===== src/rtl/capture_pkg.sv =====
// Shared encodings for the multi-channel capture block: capture modes and
// the single-shot arm state.
package capture_pkg;

  typedef enum logic [1:0] {
    MODE_PERIODIC = 2'd0,
    MODE_SINGLE   = 2'd1,
    MODE_CHANGE   = 2'd2,
    MODE_HOLD     = 2'd3
  } mode_e;

  typedef enum logic {
    ARM_IDLE = 1'b0,
    ARM_SET  = 1'b1
  } arm_e;

endpackage


===== src/rtl/capture_tick.sv =====
// Reset stretcher and capture interval generator: w_rst stays high while i_rst
// is high and for pRST_LEN cycles afterwards; tick fires every i_period+1 cycles.
module capture_tick #(
  parameter int pCNT_W   = 16,
  parameter int pRST_LEN = 8
) (
  input  logic              i_clk,
  input  logic              i_rst,
  input  logic [pCNT_W-1:0] i_period,
  output logic              w_rst,
  output logic              tick
);

  logic [pRST_LEN-1:0] rst_sr_reg;
  logic [pCNT_W-1:0]   cnt_reg;

  // Loaded with ones while i_rst is high, then drained one bit per cycle.
  always_ff @(posedge i_clk) begin
    if (i_rst) begin
      rst_sr_reg <= '1;
    end else begin
      rst_sr_reg <= rst_sr_reg >> 1;
    end
  end

  assign w_rst = i_rst | (|rst_sr_reg);

  // >= rather than == so that lowering i_period below the count ticks at once.
  assign tick = !w_rst && (cnt_reg >= i_period);

  always_ff @(posedge i_clk) begin
    if (w_rst) begin
      cnt_reg <= '0;
    end else if (tick) begin
      cnt_reg <= '0;
    end else begin
      cnt_reg <= cnt_reg + 1'b1;
    end
  end

endmodule


===== src/rtl/capture_multi.sv =====
// Multi-channel sampler: captures all channels on qualified ticks according to
// the selected mode and reports per-channel change flags and a capture count.
module capture_multi
  import capture_pkg::*;
#(
  parameter int pCHAN    = 3,
  parameter int pWIDTH   = 5,
  parameter int pCNT_W   = 16,
  parameter int pRST_LEN = 8
) (
  input  logic                    i_clk,
  input  logic                    i_rst,
  input  logic [pCHAN*pWIDTH-1:0] i_data,
  input  logic [pCNT_W-1:0]       i_period,
  input  logic [1:0]              i_mode,
  input  logic                    i_arm,
  output logic [pCHAN*pWIDTH-1:0] o_data,
  output logic                    o_valid,
  output logic [pCHAN-1:0]        o_changed,
  output logic [7:0]              o_seq,
  output logic                    o_armed
);

  logic       w_rst;
  logic       tick;
  mode_e      mode;
  logic [pCHAN-1:0] diff;
  logic       qual;
  logic       capture;
  arm_e       arm_state_reg;
  arm_e       arm_state_next;
  logic [7:0] seq_reg;
  logic       valid_reg;
  logic       first_reg;

  capture_tick #(
    .pCNT_W   (pCNT_W),
    .pRST_LEN (pRST_LEN)
  ) u_tick (
    .i_clk    (i_clk),
    .i_rst    (i_rst),
    .i_period (i_period),
    .w_rst    (w_rst),
    .tick     (tick)
  );

  assign mode = mode_e'(i_mode);

  // Per-channel held value and change flag.
  generate
    for (genvar gi = 0; gi < pCHAN; gi++) begin : g_chan
      logic [pWIDTH-1:0] chan_reg;
      logic              changed_reg;

      assign diff[gi] = i_data[gi*pWIDTH +: pWIDTH] != chan_reg;

      always_ff @(posedge i_clk) begin
        if (w_rst) begin
          chan_reg    <= '0;
          changed_reg <= 1'b0;
        end else if (capture) begin
          chan_reg    <= i_data[gi*pWIDTH +: pWIDTH];
          changed_reg <= diff[gi];
        end
      end

      assign o_data[gi*pWIDTH +: pWIDTH] = chan_reg;
      assign o_changed[gi]               = changed_reg;
    end
  endgenerate

  always_comb begin
    qual = 1'b0;
    case (mode)
      MODE_PERIODIC: qual = 1'b1;
      MODE_SINGLE:   qual = (arm_state_reg == ARM_SET) || i_arm;
      MODE_CHANGE:   qual = (|diff) || first_reg;
      MODE_HOLD:     qual = 1'b0;
      default:       qual = 1'b0;
    endcase
  end

  assign capture = tick && qual;

  // Arm state: cleared by leaving single-shot mode or by the shot itself.
  always_comb begin
    arm_state_next = arm_state_reg;
    if (mode != MODE_SINGLE || capture) begin
      arm_state_next = ARM_IDLE;
    end else if (i_arm) begin
      arm_state_next = ARM_SET;
    end
  end

  always_ff @(posedge i_clk) begin
    if (w_rst) begin
      arm_state_reg <= ARM_IDLE;
    end else begin
      arm_state_reg <= arm_state_next;
    end
  end

  always_ff @(posedge i_clk) begin
    if (w_rst) begin
      seq_reg   <= 8'd0;
      valid_reg <= 1'b0;
      first_reg <= 1'b1;
    end else begin
      valid_reg <= capture;
      if (capture) begin
        seq_reg   <= seq_reg + 8'd1;
        first_reg <= 1'b0;
      end
    end
  end

  assign o_seq   = seq_reg;
  assign o_valid = valid_reg;
  assign o_armed = (arm_state_reg == ARM_SET);

endmodule


===== config.mk =====
export PLATFORM = sky130hd
export DESIGN_NAME = capture_multi
export DESIGN_NICKNAME = d
export VERILOG_FILES = /design/src/rtl/capture_pkg.sv /design/src/rtl/capture_tick.sv /design/src/rtl/capture_multi.sv
export SDC_FILE = /design/constraint.sdc
export NUM_CORES = 1
export LEC_CHECK = 0
export BUFFER_PORTS_ARGS = -buffer_cell sky130_fd_sc_hd__buf_2
export CAP_MARGIN = 20
export CORE_ASPECT_RATIO = 1.4
export CORE_MARGIN = 2
export CORE_UTILIZATION = 55
export CTS_CLUSTER_SIZE = 14
export DETAILED_ROUTE_END_ITERATION = 12
export PLACE_DENSITY = 0.82
export SLEW_MARGIN = 10
export SYNTH_ARGS = -nofsm -noshare
export SYNTH_HDL_FRONTEND = slang
export SYNTH_SLANG_ARGS = --single-unit
export TNS_END_PERCENT = 30

===== constraint.sdc =====
create_clock -name i_clk -period 3.7 [get_ports i_clk]
set_input_delay 0.37 -clock i_clk [delete_from_list [all_inputs] [get_ports i_clk]]
set_output_delay 0.37 -clock i_clk [all_outputs]
set_load 0.01 [all_outputs]

==> results.cfg <==
[status]
status = completed

[synth]
ys_seq_area_frac = 0.410
synth-seq-cells = 53
synth_cell_types = 36
netlist_area_sq_mm = 0.00259
syn_nets = 329
synth.avg_cell_area_sq_um = 9.40
postSynthCellCount = 275
yosys_warnings = 0

[clock_tree]
clkSlewWorstSetupHoldPaths_ns = 0.09
cts_tree = yes
clockBufferDepth = 2
cts-root-buf = clkbuf_8
clk_latency_ns = 0.30
cts_resized = 0
cts.sinks = 53
ctsHoldBuffers = 0
htree_levels = 2
post_cts_buffers = 0
numCtsBuffers = 5

[cells_and_area]
finalNetCount = 390
final_util = 0.654
antenna_cells = 0
finalInstanceArea_sq_mm = 0.00296
final_layout_size_suffix_gt1_frac = 0.245
final_cell_mix = buf_2 (63), dfxtp_1 (53), nor2_1 (44)
area_growth_pct = 14.6
mostFrequentLayoutCell = buf_2
largest_register_ffs = 16

[detailed_routing]
dr.pass1.iters = 4
antenna_left = 0
drc = 0
wl_per_cell_microns = 11.9
via_per_inst = 5.04
routed_wirelength_microns = 4730
first_iter_violations = 87
route.vias.total = 2000

[place]
globalplace.congestion = 0.751
dp_hpwl_microns = 3590
placed_area_sq_mm = 0.00289
preCtsSetupSlack_ns = 1.16
portBuffers = 63

[critical_path]
critPathTopFamily = compound AO/OA/AOI/OAI gates
critPathLaunchType = flip-flop
cp_num_buf_inv = 1
cp-end-kind = flip-flop
cp.required_ns = 3.89
crit_path_top_delay_cell = a2111o_1
path_cells = inv_1 -> ha_1 -> nand2b_1 -> a2111o_1 -> a311oi_2 -> o21ai_2 -> nand2_4 -> mux2i_1 -> nor2_1
max_stage_delay_ns = 0.42
cp.arrival_ns = 2.69
critPathMaxFanout = 28
path_class = flip-flop to flip-flop

[floorplanning]
die-area_sq_mm = 0.00527
dieHeight_microns = 85.1
core_area_sq_mm = 0.00454
die_x_microns = 62.0
num_rows = 29
initial_core_util = 0.570
ios = 64

[timing]
finalSetupTns_ns = 0
fin_crit_ns = 2.50
timing.final.ws_setup_ns = 1.20
fin_crit_sh = 0.676
worst_slew_pin_slew_ns = 0.543
rsz0062_at_grt = no
drv_slew = 0
fin_skew_ns = 0.00648
setup_viol = 0
hold_viol_final = 0
maxClockFrequency_mhz = 400
slew_headroom = 0.638

[global_routing]
grt_start_max_net_pins = 31
track_usage = 0.196
antenna_found_initial = 0
grt_pass1_wl_microns = 8020
grt_overflow_total = 0
grt_pass1_vias = 1917

[pwr]
power_density_mw_per_mm2 = 309
power_mw = 0.916
p_leak_nw = 1.46
ir_drop_uv = 239

[worst_hold_path]
hold_class = primary input to flip-flop

[job]
cap_violations = 0
[final timing paths]
check / startpoint / to / slack (ns) / depth (start not counted)
max reg2reg: u_tick.cnt_reg[0]$_SDFF_PP0_ / g_chan[2].chan_reg[3]$_SDFFE_PP0P_ / 1.20 / 9
min reg2reg: u_tick.rst_sr_reg[6]$_SDFF_PP1_ / u_tick.rst_sr_reg[5]$_SDFF_PP1_ / 0.44 / 2
min: i_rst / u_tick.rst_sr_reg[7]$_DFF_P_ / 0.25 / 1
max: u_tick.cnt_reg[0]$_SDFF_PP0_ / g_chan[2].chan_reg[3]$_SDFFE_PP0P_ / 1.20 / 9
[logic make-up (layout without fill, tap and decap cells)]
family,Yosys count,in the layout,share of synthesized area
mux,19,19,0.0735
flops,53,53,0.410
compound gates,21,21,0.0566
fa+ha+maj,18,18,0.0871
buf+inv,29,89,0.0648
simple gates,102,102,0.196
xor+xnor,33,33,0.112
[worst register-to-register path, stage by stage (launching register included)]
cell	delay (ns)
dfxtp_1	0.41
inv_1	0.07
ha_1	0.26
nand2b_1	0.13
a2111o_1	0.42
a311oi_2	0.27
o21ai_2	0.16
nand2_4	0.35
mux2i_1	0.26
nor2_1	0.06
[Yosys cell counts]
library cell,count,share of area
a2111o_1,1,0.0044
a2111oi_0,1,0.0034
a211oi_1,1,0.0029
a21o_1,1,0.0029
a21oi_1,6,0.012
a221oi_1,1,0.0034
a311oi_2,1,0.0058
and2_1,2,0.0048
and3_1,5,0.012
and4_1,5,0.017
buf_12,2,0.015
buf_4,3,0.0087
buf_6,2,0.0087
clkbuf_1,3,0.0044
dfxtp_1,53,0.41
ha_1,18,0.087
inv_1,19,0.028
mux2i_1,19,0.074
nand2_1,8,0.012
nand2_4,1,0.0044
nand2b_1,3,0.0073
nand3_1,15,0.029
nand4_1,3,0.0073
nor2_1,44,0.064
nor3_1,4,0.0077
nor4_1,1,0.0024
o21ai_0,6,0.012
o21ai_2,1,0.0034
o21bai_1,1,0.0029
o41a_1,1,0.0044
or2_1,1,0.0024
or2_2,6,0.015
or3_2,3,0.0087
or4_1,1,0.0029
xnor2_1,11,0.037
xor2_1,22,0.075
[through the flow]
stage,cells,hold WS [ns]
finish,397,0.248
CTS,397,0.239
global route,397,0.254
global placement,391,0.414
floorplan,275,0.391
detailed placement,391,0.427
[final cells by class]
cell class / count / area (sq um)
well taps: 62 / 77.6
repair buffers: 64 / 323
clock inverters: 1 / 5.00
multi-input cells: 193 / 1360
flip-flops and latches: 53 / 1060
clock buffers: 5 / 68.8
inverters: 19 / 71.3
fillers: 390 / 1570
[layer usage]
layer / up-vias / global-route usage / part of all wire
met2: 49 / 0.332 / 0.52
met4: 0 / 0.0638 / 0.0087
met3: 6 / 0.0595 / 0.056
met1: 905 / 0.227 / 0.41
met5: - / 0 / 0
li1: 1040 / - / -
[power breakdown]
| group | switching (mW) | internal (mW) | total (mW) |
|---|---|---|---|
| registers | 0.000933 | 0.572 | 0.573 |
| logic | 0.0220 | 0.0260 | 0.0480 |
| clock network | 0.170 | 0.125 | 0.295 |
| total | 0.193 | 0.723 | 0.916 |
(Power assumes the default switching activity.)
